### src/rtl/spi_pkg.sv
// Shared definitions for the read-only SPI master.
// Holds the FSM state encoding and the default parameter values that the
// interface, the half-period counter and the master itself all build on.
package spi_pkg;

    localparam int DEF_DATA_WIDTH = 8;
    localparam int DEF_HALF_DIV   = 4;
    localparam int DEF_LD_CYCLES  = 2;

    typedef enum logic [2:0] {
        IDLE     = 3'd0,
        LOAD     = 3'd1,
        SHIFT_HI = 3'd2,
        SHIFT_LO = 3'd3,
        DONE     = 3'd4
    } spi_state_t;

endpackage

### src/rtl/spimaster_rd_if.sv
// Bus bundle between the SPI read master and its user / shift-register slave.
//   start, abort : transfer request and synchronous cancel (into the master)
//   sdi          : serial data from the slave, MSB first (into the master)
//   busy         : master is not idle
//   sck, ld, ss_n: serial clock, parallel-load strobe, slave select (active low)
//   data_o, valid: last received word and its one-cycle strobe
// Modport master is taken by spimaster_rd, modport slave by the surroundings.
import spi_pkg::*;

interface spimaster_rd_if #(
    parameter int DATA_WIDTH = DEF_DATA_WIDTH
);
    logic                  start;
    logic                  abort;
    logic                  sdi;
    logic                  busy;
    logic                  sck;
    logic                  ld;
    logic                  ss_n;
    logic [DATA_WIDTH-1:0] data_o;
    logic                  valid;

    modport master (
        input  start, abort, sdi,
        output busy, sck, ld, ss_n, data_o, valid
    );

    modport slave (
        output start, abort, sdi,
        input  busy, sck, ld, ss_n, data_o, valid
    );
endinterface

### src/rtl/spimaster_baud.sv
// Half-period counter for the SPI read master.
//   clk, rst_n : system clock, asynchronous active-low reset
//   clr        : restart the count (asserted on every FSM state change)
//   en         : count enable (high only while shifting)
//   tc         : one-cycle pulse on the HALF_DIV-th enabled cycle
import spi_pkg::*;

module spimaster_baud #(
    parameter int HALF_DIV = DEF_HALF_DIV
) (
    input  logic clk,
    input  logic rst_n,
    input  logic clr,
    input  logic en,
    output logic tc
);
    localparam int CW = (HALF_DIV > 1) ? $clog2(HALF_DIV) : 1;

    logic [CW-1:0] cnt_reg;

    assign tc = en && (cnt_reg == CW'(HALF_DIV - 1));

    // Wrap on tc so the count never runs past one half-period.
    always_ff @(posedge clk or negedge rst_n) begin
        if (!rst_n) begin
            cnt_reg <= '0;
        end else if (clr || !en || tc) begin
            cnt_reg <= '0;
        end else begin
            cnt_reg <= cnt_reg + CW'(1);
        end
    end
endmodule

### src/rtl/spimaster_rd.sv
// SPI read master: strobes ld to a parallel-in/serial-out slave, clocks
// DATA_WIDTH bits in MSB first (sampled at the end of each sck-high phase),
// and presents the word on data_o with a one-cycle valid pulse.
//   clk, rst_n : system clock, asynchronous active-low reset
//   bus        : spimaster_rd_if master modport (start/abort/sdi in,
//                busy/sck/ld/ss_n/data_o/valid out)
// Every output is a flop loaded from the next-state decode, so outputs line
// up with the state register and no input reaches an output combinationally.
import spi_pkg::*;

module spimaster_rd #(
    parameter int DATA_WIDTH = DEF_DATA_WIDTH,
    parameter int HALF_DIV   = DEF_HALF_DIV,
    parameter int LD_CYCLES  = DEF_LD_CYCLES
) (
    input  logic                  clk,
    input  logic                  rst_n,
    spimaster_rd_if.master        bus
);
    localparam int LCW = $clog2(LD_CYCLES + 1);
    localparam int BCW = $clog2(DATA_WIDTH + 1);

    spi_state_t            state_reg, state_next;
    logic [LCW-1:0]        ld_cnt_reg;
    logic [BCW-1:0]        bit_cnt_reg;
    logic [DATA_WIDTH-1:0] rx_reg;
    logic [DATA_WIDTH-1:0] data_o_reg;
    logic                  busy_reg, sck_reg, ld_reg, ss_n_reg, valid_reg;
    logic                  baud_clr, baud_en, baud_tc;

    spimaster_baud #(.HALF_DIV(HALF_DIV)) u_baud (
        .clk   (clk),
        .rst_n (rst_n),
        .clr   (baud_clr),
        .en    (baud_en),
        .tc    (baud_tc)
    );

    assign baud_en  = (state_reg == SHIFT_HI) || (state_reg == SHIFT_LO);
    assign baud_clr = (state_next != state_reg);

    always_comb begin
        state_next = state_reg;
        case (state_reg)
            IDLE:     if (bus.start) state_next = LOAD;
            LOAD:     if (ld_cnt_reg == LCW'(LD_CYCLES - 1)) state_next = SHIFT_HI;
            SHIFT_HI: if (baud_tc) state_next = SHIFT_LO;
            SHIFT_LO: if (baud_tc) begin
                          state_next = (bit_cnt_reg == BCW'(DATA_WIDTH - 1)) ? DONE : SHIFT_HI;
                      end
            DONE:     state_next = IDLE;
            default:  state_next = IDLE;
        endcase
        // Abort outranks every transition, including the step into DONE.
        if (bus.abort && (state_reg != IDLE)) begin
            state_next = IDLE;
        end
    end

    always_ff @(posedge clk or negedge rst_n) begin
        if (!rst_n) begin
            state_reg <= IDLE;
        end else begin
            state_reg <= state_next;
        end
    end

    // LOAD length counter: zero on entry, counts while LOAD persists.
    always_ff @(posedge clk or negedge rst_n) begin
        if (!rst_n) begin
            ld_cnt_reg <= '0;
        end else if ((state_reg == LOAD) && (state_next == LOAD)) begin
            ld_cnt_reg <= ld_cnt_reg + LCW'(1);
        end else begin
            ld_cnt_reg <= '0;
        end
    end

    // Bit counter counts completed HI/LO pairs; it survives the HI<->LO hops
    // of one word and is cleared whenever the shift sequence is left.
    always_ff @(posedge clk or negedge rst_n) begin
        if (!rst_n) begin
            bit_cnt_reg <= '0;
        end else if ((state_reg == SHIFT_LO) && (state_next == SHIFT_HI)) begin
            bit_cnt_reg <= bit_cnt_reg + BCW'(1);
        end else if ((state_next != SHIFT_HI) && (state_next != SHIFT_LO)) begin
            bit_cnt_reg <= '0;
        end
    end

    // Receive register: sample sdi on the last cycle of each sck-high phase.
    always_ff @(posedge clk or negedge rst_n) begin
        if (!rst_n) begin
            rx_reg <= '0;
        end else if ((state_reg == IDLE) && (state_next == LOAD)) begin
            rx_reg <= '0;
        end else if ((state_reg == SHIFT_HI) && baud_tc) begin
            rx_reg <= {rx_reg[DATA_WIDTH-2:0], bus.sdi};
        end
    end

    always_ff @(posedge clk or negedge rst_n) begin
        if (!rst_n) begin
            busy_reg   <= 1'b0;
            sck_reg    <= 1'b0;
            ld_reg     <= 1'b0;
            ss_n_reg   <= 1'b1;
            valid_reg  <= 1'b0;
            data_o_reg <= '0;
        end else begin
            busy_reg  <= (state_next != IDLE);
            sck_reg   <= (state_next == SHIFT_HI);
            ld_reg    <= (state_next == LOAD);
            ss_n_reg  <= !((state_next == LOAD) || (state_next == SHIFT_HI) ||
                           (state_next == SHIFT_LO));
            valid_reg <= (state_next == DONE);
            if (state_next == DONE) begin
                data_o_reg <= rx_reg;
            end
        end
    end

    assign bus.busy   = busy_reg;
    assign bus.sck    = sck_reg;
    assign bus.ld     = ld_reg;
    assign bus.ss_n   = ss_n_reg;
    assign bus.valid  = valid_reg;
    assign bus.data_o = data_o_reg;
endmodule

### src/flat_wrapper.sv
// flat-port wrapper written by rule: the top's interface ports become plain ports
module spimaster_rd_flat 
#(
    parameter int DATA_WIDTH = DEF_DATA_WIDTH,
    parameter int HALF_DIV   = DEF_HALF_DIV,
    parameter int LD_CYCLES  = DEF_LD_CYCLES
)
  (clk, rst_n, bus_start, bus_abort, bus_sdi, bus_busy, bus_sck, bus_ld, bus_ss_n, bus_data_o, bus_valid);
  spimaster_rd_if #(.DATA_WIDTH(DATA_WIDTH)) bus_i ();
  input  logic clk;
  input  logic rst_n;
  input wire logic [$bits(bus_i.start)-1:0] bus_start;
  input wire logic [$bits(bus_i.abort)-1:0] bus_abort;
  input wire logic [$bits(bus_i.sdi)-1:0] bus_sdi;
  output wire logic [$bits(bus_i.busy)-1:0] bus_busy;
  output wire logic [$bits(bus_i.sck)-1:0] bus_sck;
  output wire logic [$bits(bus_i.ld)-1:0] bus_ld;
  output wire logic [$bits(bus_i.ss_n)-1:0] bus_ss_n;
  output wire logic [$bits(bus_i.data_o)-1:0] bus_data_o;
  output wire logic [$bits(bus_i.valid)-1:0] bus_valid;
  assign bus_i.start = bus_start;
  assign bus_i.abort = bus_abort;
  assign bus_i.sdi = bus_sdi;
  assign bus_busy = bus_i.busy;
  assign bus_sck = bus_i.sck;
  assign bus_ld = bus_i.ld;
  assign bus_ss_n = bus_i.ss_n;
  assign bus_data_o = bus_i.data_o;
  assign bus_valid = bus_i.valid;
  spimaster_rd #(.DATA_WIDTH(DATA_WIDTH), .HALF_DIV(HALF_DIV), .LD_CYCLES(LD_CYCLES)) u_core (.clk(clk), .rst_n(rst_n), .bus(bus_i));
endmodule
### config.mk
export PLATFORM = sky130hd
export DESIGN_NAME = spimaster_rd_flat
export DESIGN_NICKNAME = d
export VERILOG_FILES = /design/src/rtl/spi_pkg.sv /design/src/rtl/spimaster_rd_if.sv /design/src/rtl/spimaster_baud.sv /design/src/rtl/spimaster_rd.sv /design/src/flat_wrapper.sv
export SDC_FILE = /design/constraint.sdc
export NUM_CORES = 1
export LEC_CHECK = 0
export CAP_MARGIN = 20
export CELL_PAD_IN_SITES_DETAIL_PLACEMENT = 0
export CELL_PAD_IN_SITES_GLOBAL_PLACEMENT = 1
export CORE_UTILIZATION = 43
export DETAILED_ROUTE_END_ITERATION = 6
export PLACE_DENSITY = 0.77
export SYNTH_ARGS = -nofsm -noshare
export SYNTH_HDL_FRONTEND = slang
export SYNTH_HIERARCHICAL = 1
export SYNTH_SLANG_ARGS = --single-unit
### constraint.sdc
create_clock -name clk -period 2.96 [get_ports clk]
set_clock_uncertainty 0.2 [all_clocks]
set_input_delay 0.592 -clock clk [delete_from_list [all_inputs] [get_ports clk]]
set_output_delay 0.592 -clock clk [all_outputs]
set_load 0.05 [all_outputs]
Yosys cells after proc, flatten, opt, wreduce, memory -nomap -nowiden
Cells that the tools add are included.
- flip-flop bits (word level): 32
- output and inout port bits: 13
- logic and storage cells: 59
- add/sub/neg operators: 3
- eq/ne operators: 13
- multiplexer cells: 13
- reduce and logical (&&, ||, !) cells: 19
- operators by type and width (operator ; count):
    2-to-1 mux 3 bit ; 6
    2-to-1 mux 8 bit ; 2
    equality test 3 x 2 -> 1 bit (second input constant) ; 4
    case mux 3 bit (4 select lines) ; 1
    2-to-1 mux 4 bit ; 2
    logical AND 1 bit ; 7
    equality test 3 x 1 -> 1 bit (second input constant) ; 2
    inequality test 3 x 2 -> 1 bit (second input constant) ; 2
    nonzero test 3 bit ; 2
    logical OR 1 bit ; 5
    adder 2 x 1 -> 2 bit (second input constant) ; 2
    adder 4 x 1 -> 4 bit (second input constant) ; 1
    equality test 4 x 3 -> 1 bit (second input constant) ; 1
    2-to-1 mux 2 bit ; 2
    nonzero test 2 bit ; 2
    equality test 3 bit (second input constant) ; 1
    zero test 3 bit ; 1
    inequality test 3 bit ; 1
    equality test 2 x 1 -> 1 bit (second input constant) ; 1
    equality test 2 bit (second input constant) ; 1
    zero test 1 bit ; 2

Depth between registers and ports, before layout
Gate-level depths: netlist of run 1.
- depth after elaboration: 10
- mapped depth: 8
- mapped depth without buffers: 7

Modules after synthesis
The synthesis of run 1 kept the hierarchy.
- by module, submodules not included (module ; times used ; cells an instance ; area an instance (um^2) ; sequential area each (um^2)):
    spimaster_rd ; 1 ; 112 ; 1338.8 ; 752.0
    spimaster_baud ; 1 ; 6 ; 96.3 ; 50.0

Worst setup path before layout of run 1
OpenSTA, ideal clock, no wires.
- path kind: reg-to-reg
- from: register u_core.state_reg[2]
- to: register u_core.data_o_reg[1], in the netlist u_core/bus.data_o[1]
- arrival: 2136 ps
- required time: 2635 ps
- slack: 499 ps
- cell stages (with the launch flop): 9
- clock period less this slack: 2461 ps
- cell sequence: dfrtp_1 -> nor2b_1 -> and2_1 -> and4b_1 -> buf_4 -> nand2_2 -> or4b_4 -> buf_6 -> mux2_4
- word-level cells in the longest chain between the ends: 7
- ends and longest elaborated chain (element ; line ; text):
    start: declaration ; spimaster_rd.sv:23 ; spi_state_t state_reg, state_next;
    start signal: assignment ; spimaster_rd.sv:64 ; state_reg <= state_next;
    equality test 3 x 2 -> 1 bit ; spimaster_rd.sv:39 ; assign baud_en = (state_reg == SHIFT_HI) || (state_reg == SHIFT_LO);
    logical OR 1 bit * ; spimaster_rd.sv:39 ;
    named net u_core.baud_en ; spimaster_rd.sv:29 ; logic baud_clr, baud_en, baud_tc;
    logical AND 1 bit * ; spimaster_baud.sv:21 ; assign tc = en && (cnt_reg == CW'(HALF_DIV - 1));
    named net u_core.baud_tc ; spimaster_rd.sv:29 ;
    2-to-1 mux 3 bit (on tied branches) ; spimaster_rd.sv:48, spimaster_rd.sv:47 ;
    case mux 3 bit (4 select lines) * ; spimaster_rd.sv:44 ; case (state_reg)
    2-to-1 mux 3 bit * ; spimaster_rd.sv:55 ; if (bus.abort && (state_reg != IDLE)) begin
    equality test 3 bit * ; spimaster_rd.sv:117 ; if (state_next == DONE) begin
    end signal: assignment ; spimaster_rd.sv:118 ; data_o_reg <= rx_reg;
    end: declaration ; spimaster_rd.sv:27 ; logic [DATA_WIDTH-1:0] data_o_reg;
Mark *: on every way through the listed nets, which the timed path passes. The rest lies on a longest branch.
A chain may end at the register's enable or synchronous reset.

Worst setup path after layout of run 1
- from: register u_core.state_reg[2]
- to: register u_core.data_o_reg[3], in the netlist u_core/bus.data_o[3]
The elaborated chain is that of the path after synthesis.

==> results.py, run 1 <==
metrics = {
    "status": {
        "status": "finished clean",
    },
    "routing": {
        "viasPerCell": 5.043,
        "vias": 938,
        "drtIter0Drc": 43,
        "antenna_left": 0,
        "wirelength_mm": 2.555,
        "drc": 0,
        "drt_pass1_iterations": 5,
        "wl_per_cell_um": 13.74,
    },
    "floorplan": {
        "die_w_um": 59.77,
        "ioPinCount": 18,
        "die_area_mm2": 0.003572,
        "num_rows": 20,
        "initial_utilization": 0.4625,
        "die_h_um": 59.77,
        "core_mm2": 0.003103,
    },
    "power_and_ir_drop": {
        "p_sw_frac": 0.3454,
        "clockPowerShare": 0.259,
        "comb_power_share": 0.320,
        "p_int_uw": 810.4,
        "pwr-share-seq": 0.421,
        "p_per_area_mw_per_mm2": 712.9,
        "ir_drop_v": 0.0003285,
        "p_leak_uw": 0.0008311,
        "netSwitchingPower_uw": 427.6,
    },
    "worst_setup_path": {
        "end_kind": "flop",
        "worstSetupPathType": "reg -> reg",
        "cp.arrival_ns": 2.71,
        "crit_fanout": 11,
        "start_kind": "flop",
        "critPathRequiredTime_ns": 2.98,
        "ff2ff_path_depth": 6,
    },
    "clock_network": {
        "post_cts_buffers": 0,
        "cts_tree": "yes",
        "hold_buffers": 0,
        "cts_buffers": 5,
        "clockBufferDepth": 2,
        "clock_latency_ns": 0.33,
        "post_cts_resized": 0,
        "path_clk_slew_ns": 0.10,
        "clkSinkCount": 32,
        "cts-root-buf": "clkbuf_4",
        "cts_max_level": 2,
    },
    "place": {
        "hpwl_mm": 1.758,
        "placed_area_mm2": 0.001660,
        "post-place-ws_ns": 0.3299,
        "port_buffers": 17,
        "place.gp.congestion": 0.8450,
    },
    "synth": {
        "synth_seq_cells": 32,
        "netlist_instances": 118,
        "synth.net_count": 126,
        "synth_cell_type_count": 35,
        "yosys-top-cells-area": "dfrtp_1, mux2_4, mux2i_1, nor2_1, ha_1",
        "syn_avg_cell_area_um2": 12.16,
        "yosys_warnings": 6,
        "synth-edff-count": 0,
        "async_reset_ff_frac": 1.000,
        "synth.largest_area_cell": "dfrtp_1",
        "syn_area_mm2": 0.001435,
        "yosysTopAreaCellShare": 0.5405,
        "ys_seq_area_frac": 0.5588,
        "yosys_most_used_dff": "dfrtp_1",
    },
    "sta": {
        "worst_slack_ns": 0.2695,
        "worstMarginPinSlew_ns": 0.5061,
        "layout_min_cycle_time_ns": 2.691,
        "tns_ns": 0,
        "fin_crit_sh": 0.9090,
        "finalHoldViolations": 0,
        "slew_viol_final": 0,
        "setup_violations": 0,
        "fmax_mhz": 371.7,
        "rsz0062_at_grt": "no",
        "relSlewSlack": 0.6626,
    },
    "finish": {
        "multi_input_area_um2": 573.1,
        "regArea_um2": 802.0,
        "n_antenna_cell": 0,
        "nNetsFinal": 149,
        "synthToLayoutAreaGrowth_pct": 21.01,
        "fin_area_mm2": 0.001737,
        "final.fill_count": 283,
        "drive_above_1_share": 0.1761,
    },
    "hold_path": {
        "whs_path_depth": 1,
        "hold_class": "reg -> reg",
    },
    "global_route": {
        "track_usage": 0.1749,
        "antenna_found_initial": 0,
        "grt_start_max_net_pins": 33,
        "grt_overflow": 0,
        "grt_pass1_wl_mm": 4.388,
        "grt_pass1_vias": 913,
    },
    "job": {
        "max-cap-violations": 0,
    },
}
## power groups by stage
stage	Sequential (µW)	Combinational, µW	Clock, µW
2_1_floorplan	598	191	0
3_3_place_gp	528	392	0
3_5_place_dp	531	396	0
4_1_cts	522	397	330
5_1_grt	526	432	345
6_report	521	396	321
## worst paths after layout
path | end | slack [ns] | start
min in group asynchronous | u_core/state_reg[0]$_DFF_PN0_ | 0.45 | rst_n
worst min-delay path | u_core/ld_cnt_reg[0]$_DFF_PN0_ | 0.26 | u_core/ld_cnt_reg[0]$_DFF_PN0_
worst max-delay path | u_core/bus.data_o[3]$_DFFE_PN0P_ | 0.27 | u_core/state_reg[2]$_DFF_PN0_
max in group asynchronous | u_core/bus.ss_n$_DFF_PN1_ | 1.79 | rst_n
worst max register to register | u_core/bus.data_o[3]$_DFFE_PN0P_ | 0.27 | u_core/state_reg[2]$_DFF_PN0_
worst min register to register | u_core/ld_cnt_reg[0]$_DFF_PN0_ | 0.26 | u_core/ld_cnt_reg[0]$_DFF_PN0_
## per-layer routing
layer  GRT usage  share of wire  up-vias
li1            -              -      448
met1      0.2293           0.48      458
met2      0.2571           0.45       26
met3     0.06494          0.057        6
met4     0.07973          0.019        0
met5           0              0        -
## cell usage in the layout, fill, tap and decap left out, drive strengths merged, types with 3 or more instances in the layout
| cell | netlist | layout |
|---|---|---|
| mux2 | 9 | 9 |
| nor2 | 17 | 17 |
| clkbuf | 3 | 6 |
| nor2b | 3 | 3 |
| buf | 2 | 4 |
| nand2 | 3 | 3 |
| ha | 3 | 3 |
| dfrtp | 31 | 31 |
| mux2i | 10 | 10 |
| o21ai | 4 | 4 |
| clkdlybuf4s50 | 0 | 17 |
| inv | 8 | 8 |
## kinds of logic after synthesis
group,count (synthesis),synth area share
adders and majority gates,3,0.02616
buffers and inverters,13,0.04185
and+or+nand+nor,38,0.1517
muxes,19,0.1587
xor gates and xnor gates,3,0.01831
DFF,32,0.5588
AOI/OAI and AO/OA,10,0.04447
## worst max-delay path, stage by stage (launching register included)
cell and delay (ns):
dfrtp_1 0.45, nor2b_1 0.26, and2_1 0.25, and4b_1 0.34, nand2_2 0.09, or4b_4 0.64
mux2_4 0.34
## synthesized netlist by cell type (2+ instances only)
master,n
o21ai_0,4
clkbuf_1,3
and3_1,2
nor2_1,17
mux2i_1,10
mux2_2,2
dfrtp_1,31
and2_1,2
nor2b_1,3
mux2_4,7
ha_1,3
nand2_1,2
xor2_1,2
nor3_1,2
inv_1,8
## per-stage QoR
stage	util	hold slack (ns)	power, µW	cells
final	0.5597	0.2596	1238	186
after detailed placement	0.5351	0.2554	926.8	178
after CTS	0.5597	0.2694	1250	186
after floorplan	-	0.09641	789.6	118
after global placement	0.5351	0.2286	920.8	178
after global routing	0.5597	0.2810	1303	186
## layout make-up
class,instances,area share
well taps,44,0.03170
inverters,8,0.01729
multi-input cells,73,0.3300
clock inverters,2,0.02017
flip-flops and latches,32,0.4618
clock buffers,6,0.02378
repair buffers,21,0.1153
Power figures use the tool's default switching activity.
==> run 2, diff against run 1 <==
Settings changed: CAP_MARGIN 20 to 25, CTS_CLUSTER_DIAMETER set to 200, MAX_ROUTING_LAYER set to met4.
==> results.py, run 2 (synthesis gave the netlist of run 1 again) <==
metrics = {
    "status": {
        "status": "finished clean",
    },
    "power_and_ir_drop": {
        "comb_power_share": 0.320,
        "p_per_area_mw_per_mm2": 712.2,
        "pwr-share-seq": 0.421,
        "p_leak_uw": 0.0008311,
        "ir_drop_v": 0.0003284,
        "p_sw_frac": 0.3448,
        "clockPowerShare": 0.260,
        "p_int_uw": 810.4,
        "netSwitchingPower_uw": 426.5,
    },
    "routing": {
        "wl_met1_mm": 1.206,
        "drtIter0Drc": 51,
        "vias": 932,
        "wl_met2_mm": 1.132,
        "wirelength_mm": 2.554,
        "antenna_left": 0,
        "drt_pass1_iterations": 4,
        "drc": 0,
        "wl_per_cell_um": 13.73,
        "wl_met3_um": 163,
        "viasPerCell": 5.011,
        "top_layer": "met4",
    },
    "clock_network": {
        "clockBufferDepth": 2,
        "cts-root-buf": "clkbuf_4",
        "cts_max_level": 2,
        "cts_tree": "yes",
        "post_cts_buffers": 0,
        "post_cts_resized": 0,
        "path_clk_slew_ns": 0.10,
        "cts_buffers": 5,
        "clock_latency_ns": 0.33,
        "hold_buffers": 0,
        "clkSinkCount": 32,
    },
    "sta": {
        "tns_ns": 0,
        "worstMarginPinSlew_ns": 0.5073,
        "fmax_mhz": 370.8,
        "relSlewSlack": 0.6618,
        "holdWs_ns": 0.2597,
        "slew_viol_final": 0,
        "finalHoldViolations": 0,
        "setup_violations": 0,
        "rsz0062_at_grt": "no",
        "fin_crit_sh": 0.9111,
        "layout_min_cycle_time_ns": 2.697,
    },
    "place": {
        "place.gp.congestion": 0.8582,
        "port_buffers": 17,
        "hpwl_mm": 1.758,
        "place_inst": 178,
    },
    "worst_setup_path": {
        "crit_fanout": 11,
        "cp.arrival_ns": 2.71,
        "end_kind": "flop",
        "critPathRequiredTime_ns": 2.98,
        "start_kind": "flop",
        "worstSetupPathType": "reg -> reg",
    },
    "floorplan": {
        "core_mm2": 0.003103,
        "die_h_um": 59.77,
        "initial_utilization": 0.4625,
        "die_w_um": 59.77,
        "num_rows": 20,
        "die_area_mm2": 0.003572,
        "ioPinCount": 18,
    },
    "finish": {
        "layout_common_cells": "dfrtp_1, clkdlybuf4s50_1, nor2_1",
        "n_antenna_cell": 0,
        "fin_cells": 186,
        "drive_above_1_share": 0.1761,
        "nNetsFinal": 149,
        "synthToLayoutAreaGrowth_pct": 21.01,
        "final_common_cell": "dfrtp_1",
    },
    "global_route": {
        "grt_start_max_net_pins": 33,
        "grt_pass1_vias": 914,
        "antenna_found_initial": 0,
        "grt_overflow": 0,
        "grt_pass1_wl_mm": 4.388,
        "track_usage": 0.1801,
    },
    "job": {
        "max-cap-violations": 0,
    },
    "hold_path": {
        "hold_class": "reg -> reg",
    },
}
==> run 2: cell counts in the layout (fill, tap and decap cells not counted) <==
Identical to the previous run, type by type.
==> run 2: metrics by stage <==
stage               setup slack, ns  total power [µW]    util  cell area [µm²]
floorplan                    0.4990             789.6       -             1435
global placement             0.3715             920.8  0.5351             1660
detailed placement           0.3299             926.8  0.5351             1660
CTS                          0.2944              1250  0.5597             1737
global route                 0.1462              1303  0.5597             1737
finish                       0.2630              1237  0.5597             1737
==> run 2: final cells by class <==
type	count	area (µm²)
multi-input cells	73	573.1
clock inverters	2	35.03
clock buffers	6	41.29
fillers	283	1366
inverters	8	30.03
flip-flops and latches	32	802.0
repair buffers	21	200.2
well taps	44	55.05
==> run 2: path summary, 6_finish.rpt <==
kind	cells past startpoint	from	slack, ns	endpoint
max reg2reg	6	u_core/state_reg[2]$_DFF_PN0_	0.26	u_core/bus.data_o[3]$_DFFE_PN0P_
min in group asynchronous	2	rst_n	0.45	u_core/state_reg[0]$_DFF_PN0_
min reg2reg	1	u_core/ld_cnt_reg[0]$_DFF_PN0_	0.26	u_core/ld_cnt_reg[0]$_DFF_PN0_
max	6	u_core/state_reg[2]$_DFF_PN0_	0.26	u_core/bus.data_o[3]$_DFFE_PN0P_
max in group asynchronous	2	rst_n	1.79	u_core/bus.ss_n$_DFF_PN1_
min	1	u_core/ld_cnt_reg[0]$_DFF_PN0_	0.26	u_core/ld_cnt_reg[0]$_DFF_PN0_
==> run 2: power groups by stage <==
stage	Clock [µW]	Combinational, µW	Sequential (µW)
4_1_cts	330	397	522
6_report	321	395	521
5_1_grt	345	432	526
2_1_floorplan	0	191	598
3_5_place_dp	0	396	531
3_3_place_gp	0	392	528
==> run 2: layer usage <==
layer  global-route usage  vias up
met5                    -        -
met4              0.07973        0
met3              0.06494        6
met2               0.2571       31
met1               0.2293      447
li1                     -      448
==> run 2: worst max-delay path, cell delays in order (launching register included) <==
cell	delay [ns]
dfrtp_1	0.46
nor2b_1	0.26
and2_1	0.26
and4b_1	0.33
nand2_2	0.09
or4b_4	0.64
mux2_4	0.34
